$ cat src/rtl/text_box_scheduler.sv
// Text overlay controller: collects a string into a shadow buffer over a
// valid/ready port, publishes it to the overlay on the next new-frame pulse,
// and bounces the text box around the active area one step per frame.
module text_box_scheduler #(
   parameter int COLUMNS  = 13,
   parameter int H_ACTIVE = 1280,
   parameter int V_ACTIVE = 720,
   parameter int BOX_W    = 104,
   parameter int BOX_H    = 16,
   parameter int X_INIT   = 100,
   parameter int Y_INIT   = 100,
   parameter int STEP_X   = 2,
   parameter int STEP_Y   = 1,
   parameter int X_W      = 11,
   parameter int Y_W      = 10
) (
   input  logic                       i_clk,
   input  logic                       i_rst,
   input  logic                       i_nf,
   input  logic                       i_run,
   input  logic                       i_wr_valid,
   output logic                       o_wr_ready,
   input  logic [$clog2(COLUMNS)-1:0] i_wr_index,
   input  logic [7:0]                 i_wr_char,
   input  logic                       i_wr_last,
   output logic [COLUMNS*8-1:0]       o_characters,
   output logic [X_W-1:0]             o_x,
   output logic [Y_W-1:0]             o_y,
   output logic                       o_en,
   output logic                       o_pending
);

   localparam logic [COLUMNS*8-1:0] BLANK = {COLUMNS{8'h20}};

   // Motion limits and steps, widened by one bit so the overshoot test cannot wrap.
   localparam logic [X_W:0]   X_MAX    = (X_W+1)'(H_ACTIVE - BOX_W);
   localparam logic [X_W:0]   X_STEP   = (X_W+1)'(STEP_X);
   localparam logic [X_W-1:0] X_STEP_N = X_W'(STEP_X);
   localparam logic [Y_W:0]   Y_MAX    = (Y_W+1)'(V_ACTIVE - BOX_H);
   localparam logic [Y_W:0]   Y_STEP   = (Y_W+1)'(STEP_Y);
   localparam logic [Y_W-1:0] Y_STEP_N = Y_W'(STEP_Y);

   typedef enum logic {FILL, PEND} state_t;

   state_t                 state;
   state_t                 state_nxt;
   logic                   commit;
   logic                   hs;
   logic [COLUMNS*8-1:0]   shadow;

   logic                   dir_x;
   logic                   dir_y;
   logic [X_W-1:0]         x_nxt;
   logic [Y_W-1:0]         y_nxt;
   logic                   dir_x_nxt;
   logic                   dir_y_nxt;
   logic [X_W:0]           x_ext;
   logic [X_W:0]           x_sum;
   logic [Y_W:0]           y_ext;
   logic [Y_W:0]           y_sum;

   // Ready is only ever high in FILL, so a handshake implies FILL.
   assign hs = i_wr_valid & o_wr_ready;

   // Next-state: the last character arms a commit; the next frame pulse performs it.
   always_comb begin
      state_nxt = state;
      commit    = 1'b0;
      case (state)
         FILL: begin
            if (hs && i_wr_last) state_nxt = PEND;
         end
         PEND: begin
            if (i_nf) begin
               state_nxt = FILL;
               commit    = 1'b1;
            end
         end
         default: state_nxt = FILL;
      endcase
   end

   // State register.
   always_ff @(posedge i_clk or posedge i_rst) begin
      if (i_rst) state <= FILL;
      else       state <= state_nxt;
   end

   // Horizontal bounce: clamp to the edge on overshoot and reverse.
   always_comb begin
      x_ext     = {1'b0, o_x};
      x_sum     = x_ext + X_STEP;
      x_nxt     = o_x;
      dir_x_nxt = dir_x;
      if (dir_x) begin
         if (x_sum > X_MAX) begin
            x_nxt     = X_MAX[X_W-1:0];
            dir_x_nxt = 1'b0;
         end else begin
            x_nxt     = x_sum[X_W-1:0];
         end
      end else begin
         if (x_ext < X_STEP) begin
            x_nxt     = '0;
            dir_x_nxt = 1'b1;
         end else begin
            x_nxt     = o_x - X_STEP_N;
         end
      end
   end

   // Vertical bounce, same rule as horizontal.
   always_comb begin
      y_ext     = {1'b0, o_y};
      y_sum     = y_ext + Y_STEP;
      y_nxt     = o_y;
      dir_y_nxt = dir_y;
      if (dir_y) begin
         if (y_sum > Y_MAX) begin
            y_nxt     = Y_MAX[Y_W-1:0];
            dir_y_nxt = 1'b0;
         end else begin
            y_nxt     = y_sum[Y_W-1:0];
         end
      end else begin
         if (y_ext < Y_STEP) begin
            y_nxt     = '0;
            dir_y_nxt = 1'b1;
         end else begin
            y_nxt     = o_y - Y_STEP_N;
         end
      end
   end

   // Handshake flags track the upcoming state so they line up with it.
   always_ff @(posedge i_clk or posedge i_rst) begin
      if (i_rst) begin
         o_wr_ready <= 1'b0;
         o_pending  <= 1'b0;
      end else begin
         o_wr_ready <= (state_nxt == FILL);
         o_pending  <= (state_nxt == PEND);
      end
   end

   // Shadow buffer: out-of-range columns are accepted but discarded.
   always_ff @(posedge i_clk or posedge i_rst) begin
      if (i_rst) begin
         shadow <= BLANK;
      end else if (hs && (int'(i_wr_index) < COLUMNS)) begin
         shadow[int'(i_wr_index)*8 +: 8] <= i_wr_char;
      end
   end

   // Displayed string and enable change only on a frame boundary.
   always_ff @(posedge i_clk or posedge i_rst) begin
      if (i_rst) begin
         o_characters <= BLANK;
         o_en         <= 1'b0;
      end else if (commit) begin
         o_characters <= shadow;
         o_en         <= 1'b1;
      end
   end

   // Box position steps once per frame while running.
   always_ff @(posedge i_clk or posedge i_rst) begin
      if (i_rst) begin
         o_x   <= X_W'(X_INIT);
         o_y   <= Y_W'(Y_INIT);
         dir_x <= 1'b1;
         dir_y <= 1'b1;
      end else if (i_nf && i_run) begin
         o_x   <= x_nxt;
         o_y   <= y_nxt;
         dir_x <= dir_x_nxt;
         dir_y <= dir_y_nxt;
      end
   end

endmodule

$ cat config.mk
export PLATFORM = sky130hd
export DESIGN_NAME = text_box_scheduler
export DESIGN_NICKNAME = d
export VERILOG_FILES = /design/src/rtl/text_box_scheduler.sv
export SDC_FILE = /design/constraint.sdc
export NUM_CORES = 1
export LEC_CHECK = 0
export ABC_AREA = 1
export CORE_MARGIN = 10
export CORE_UTILIZATION = 45
export CTS_CLUSTER_SIZE = 16
export DETAILED_ROUTE_END_ITERATION = 10
export PLACE_DENSITY = 0.68
export RECOVER_POWER = 100
export SETUP_SLACK_MARGIN = 0.1
export SLEW_MARGIN = 20
export SYNTH_ARGS = -nofsm -noshare
export SYNTH_HDL_FRONTEND = slang
export SYNTH_SLANG_ARGS = --single-unit
$ cat constraint.sdc
create_clock -name i_clk -period 10.5 [get_ports i_clk]
set_input_delay 1.575 -clock i_clk [delete_from_list [all_inputs] [get_ports i_clk]]
set_output_delay 1.575 -clock i_clk [all_outputs]
set_load 0.05 [all_outputs]
Word level (Yosys, flattened, before mapping)
Index checks and enable logic that the tools add are counted.
{"block": "classes", "n_lt_le_gt_ge": 5, "shifts": 2, "bitwise": 3, "n_addsub": 5, "mux": 18, "n_reduce_logical": 3}
{"cell": "bitwise mux 104 bit", "count": 1}
{"cell": "variable shift 8 x 33 -> 104 bit, first input constant", "count": 1}
{"cell": "variable part select 8 x 33 -> 104 bit", "count": 1}
{"cell": "2-to-1 mux 11 bit", "count": 3}
{"cell": "negator 7 -> 33 bit", "count": 1}
{"cell": "2-to-1 mux 10 bit", "count": 3}
{"cell": "adder 11 x 2 -> 12 bit, second input constant", "count": 1}
{"cell": "greater-than comparator 12 x 11 -> 1 bit, second input constant", "count": 1}
{"cell": "adder 10 x 1 -> 11 bit, second input constant", "count": 1}
{"cell": "greater-than comparator 11 x 10 -> 1 bit, second input constant", "count": 1}
{"cell": "< comparator 11 x 2 -> 1 bit, second input constant", "count": 1}
{"cell": "subtractor 11 x 2 -> 11 bit, second input constant", "count": 1}
{"cell": "< comparator 10 x 1 -> 1 bit, second input constant", "count": 1}
{"cell": "2-to-1 mux 1 bit", "count": 10}
{"cell": "subtractor 10 x 1 -> 10 bit, second input constant", "count": 1}
{"cell": "< comparator 4 bit, second input constant", "count": 1}
{"cell": "logical AND 1 bit", "count": 3}
{"cell": "NOT 1 bit", "count": 2}
{"cell": "one-hot mux 1 bit (2 select lines)", "count": 1}
{"cell": "AND 1 bit", "count": 1}
{"block": "word_totals", "register_bits": 234, "input_bits": 18, "elab_cells": 45}

Depth between registers and ports, before layout
{"block": "logic_depth", "depth_word": 5, "depth_mapped": 14, "mapped_depth_nobuf": 14}

Least setup slack after synthesis
Ideal clock, no wire load.
{"block": "synth_timing", "kind": "input -> register", "startpoint": "input i_wr_index[0]", "endpoint": "register shadow[11]", "setup_slack_ps": 7179, "required_time_ps": 10373, "path_buffers": 2, "arrival_ps": 3193, "setup_time_ps": 127, "stages": 9, "cell_sequence": "inv_1 clkbuf_1 ha_1 or2_4 nand2_2 inv_4 nand4_1 buf_4 mux2_1"}
{"block": "synth_between", "elab_chain_cells": 3, "elab_cells_between_ends": 6, "cone_classes": "add/sub: 1; order compare: 1; shift: 2; mux: 1; reduce/logical: 1"}
{"item": "start: declaration", "line_no": "23", "rtl": "input logic [$clog2(COLUMNS)-1:0] i_wr_index,"}
{"item": "negator 7 -> 33 bit", "line_no": "151", "rtl": "shadow[int'(i_wr_index)*8 +: 8] <= i_wr_char;"}
{"item": "variable part select 8 x 33 -> 104 bit / variable shift 8 x 33 -> 104 bit (equally long branches)", "line_no": "151"}
{"item": "bitwise mux 104 bit", "line_no": "151"}
{"item": "end signal: indexed assignment", "line_no": "151"}
{"item": "end: declaration", "line_no": "49", "rtl": "logic [COLUMNS*8-1:0] shadow;"}
Parallel ways exist; a longest one is shown, timed or not.
A chain may end at the register's enable or synchronous reset.

Final worst setup path
{"block": "layout_timing", "startpoint": "input i_nf", "endpoint": "register o_characters[94]"}
{"block": "layout_between", "elab_chain_cells": 2}
{"item": "start: declaration", "line_no": "19", "rtl": "input logic i_nf,"}
{"item": "2-to-1 mux 1 bit", "line_no": "74", "rtl": "if (i_nf) begin"}
{"item": "2-to-1 mux 1 bit", "line_no": "69", "rtl": "case (state)"}
{"item": "end signal: assignment", "line_no": "161", "rtl": "o_characters <= shadow;"}
{"item": "end: declaration", "line_no": "26", "rtl": "output logic [COLUMNS*8-1:0] o_characters,"}
No other way between the ends.

==> impl_results.md <==
- Largest net degree at the start of global routing: 98
- Register area share after synthesis: ~56%
- Top cell type's share of synthesized area: ~48%
- Final global-route overflow total: 0
- Clock power share: around 22%
- Drt drc: 0
- Nets: 1351
- Synthesis-to-finish area growth: 21.8%
- Cts bufs inserted: 24
- Worst slack, placed: between 6 and 7 ns
- Post-synthesis register bit count: around 230
- First-pass GRT wire length: around 43000 µm
- Vias in the first global route: 8123
- Final worst path period need: 6.12 ns
- Reg-to-reg critical path startpoint: o_pending$_DFF_PP0_
- Asr flop ratio synth: 100%
- Hold-fix buffers at CTS: 0
- Post-route antenna net violation count: 0
- Comb pwr share: 41.9%
- Maxcap violations: 5
- HP Class: register to register
- Rel. slew slack: -176%
- FMAX: 0.163 GHz
- R2r endpoint: o_characters[94]$_DFFE_PP0P_
- Starting DRC count in detailed routing: 792
- Port bufs: 144
- Clock sink count: 233
- Slew Limit Fails: 330
- Pre-antenna DRT Iters: 5
- Crit-path leading delay family: buffers and inverters
- Resize count post-CTS: 0
- Via-to-Cell Ratio: 5.08
- Pwr/cell area: ~320 mW/mm²
- RSZ-0062 raised after global routing: no
- Setup_tns: 0 ns
- CTS tree: done
- CP Capture Point: o_characters[94]$_DFFE_PP0P_
- Status: finished with violations
- Register share of total power: roughly 36%
- Final Setup Violations: 0
- Vias: 8278
- Antenna violations before repair: 1
- Layout cell share with drive strength beyond 1: 8.12%
- Final-report hold violation count: 0
- Maximum VDD drop: around 190 µV
- R2R depth: 3
- Die Y: 172 µm
- Synth top area cells: dfrtp_1 (48%), nand2_1 (14%), dfstp_2 (8.6%)
- CTS H-tree depth: 1
- Final worst slack: 4.38 ns
- Hold Path Depth: 2
- Most common cell after layout, fill and taps aside: nand2_1
- Syn_nets: 1230
- Clock Root Buffer: clkbuf_16
- Critical-path maximum fanout: 85
- DIE WIDTH: 172 µm
- Leak: 6.36 nW
- CP max stage delay: 2.20 ns
- CP max stage cell: clkbuf_1
- Switching power total: 1.80 mW
- Synthesized area: roughly 0.010 mm²
- Final Power: a little over 4 mW
- Skew final: 0.0119 ns
- Skew-Pair Late Insertion Delay: approximately 0.51 ns
- Die area: 0.0297 mm²
- Commonest non-fill, non-tap cells in the layout: nand2_1 (402), dfrtp_1 (199), o21ai_0 (134), dlygate4sd3_1 (130), inv_1 (122)
- Post-DP HPWL: about 19000 µm
- Mean Syn Cell Area: roughly 8.7 µm²
- Mapped Cells: 1203
- Critical Path Source Type: primary input
- Worst slew pin tran: 4.12 ns
- Data required time at the worst endpoint: approximately 11 ns
- Routed len/inst: 16.4 µm
- Core Region: 0.0227 mm²
- Initial Util: between 40% and 50%
- Power Internal: 2.29 mW
- Clock buffer depth: 3
- Critical Path Start: i_nf
- Total wire length: about 27000 µm
- Total track usage: 18.0%
- Clock transition at the registers of the reported paths: 0.06 ns
- Synth warn: 0
- Post-synth EDFFs: 0
- Num rows: 55
- Cell taking the most area after synthesis: dfrtp_1
- Postcts setup bufs: 0
- Crit path DAT: around 6.4 ns
- Sw frac: 44.1%
- Setup Crit Path Kind: primary input to register
- Crit end category: register
- Crit path depth: 4
- Ports: ~150
- Post-synth cell types: 41
- Final Cycle Share: around 58%
- GPL Wtd Cong: between 0.9 and 1
- Crit path buf inv count: 2
- Failing checks: capacitance limit, slew limit
- R2r setup slk: 5.69 ns
- Synth Flop Type: dfrtp_1
- Crit-path cells: dlygate4sd3_1, nand2_1, clkbuf_1, o21ai_0
## logic make-up (layout without fill, tap and decap cells)
group	count (synthesis)	after routing	share of synthesized area [%]
simple gates	573	573	23.8
flops	233	233	56.2
compound gates	182	182	9.06
buf+inv	182	321	7.36
xor+xnor	13	13	1.09
mux	10	10	1.29
fa+ha+maj	9	9	1.08
other cells	1	3	0.0359
## power by group through the flow
stage	logic (mW)	registers (mW)	clock network, mW
2_1_floorplan	0.635	2.08	0
3_3_place_gp	1.78	1.49	0
3_5_place_dp	1.81	1.49	0
4_1_cts	1.82	1.49	0.918
5_1_grt	1.87	1.52	0.958
6_report	1.71	1.48	0.901
## state kept, by name (all words and copies together) (netlist names)
register      count
o_x              10
shadow          104
o_en              1
dir_x             1
o_pending         1
o_y              10
o_characters    104
dir_y             1
o_wr_ready        1
## how the worst min path moves through the flow
stage                                   end                    startpoint  slack (ns)
4_1_cts        o_characters[21]$_DFFE_PP1P_        shadow[21]$_DFFE_PP1P_        0.46
3_3_place_gp   o_characters[56]$_DFFE_PP0P_        shadow[56]$_DFFE_PP0P_        0.45
2_1_floorplan  o_characters[12]$_DFFE_PP0P_        shadow[12]$_DFFE_PP0P_        0.44
3_5_place_dp   o_characters[21]$_DFFE_PP1P_        shadow[21]$_DFFE_PP1P_        0.46
6_report       o_characters[61]$_DFFE_PP1P_  o_characters[61]$_DFFE_PP1P_        0.47
5_1_grt        o_characters[13]$_DFFE_PP1P_        shadow[13]$_DFFE_PP1P_        0.49
## area by class of cell
cell class	instances	area, µm²
clock buffers	34	719
multi-input cells	788	3680
diodes	2	5.00
flip-flops and latches	233	5870
repair buffers	147	1460
fillers	2078	9990
clock inverters	10	138
inverters	130	490
well taps	285	357
## cells in the mapped netlist, types with 11 or more instances
cell / number
dfrtp_1: 199
nand2_1: 398
xor2_1: 11
clkbuf_1: 28
inv_2: 11
inv_1: 118
nor3_1: 14
nand4_1: 23
o31ai_1: 11
o21ai_1: 56
dfstp_2: 34
o21ai_0: 90
nand3_1: 34
nor2_1: 65
a21oi_1: 21
buf_4: 11
## through the flow
step	std cells	util, %	cell area, µm²	hold slack [ns]
finish	1629	56.0	12700	0.466
global route	1627	56.0	12700	0.494
CTS	1627	56.6	12900	0.464
detailed placement	1583	52.8	12000	0.456
global placement	1583	52.8	12000	0.452
floorplan	1203	-	10400	0.436
## tightest hold or removal path, cell delays in order (launching register included)
cell and delay [ns]:
dfstp_2 0.37, nand2_1 0.05, nand2_1 0.05
## metal layers
metal	GRT usage [%]	up-vias	share of wire (%)
li1	-	4044	-
met1	23.9	3966	45
met2	29.4	240	47
met3	4.01	28	6.6
met4	3.86	0	1.5
met5	0	-	0
No activity file was read; power rests on OpenSTA's default activity.
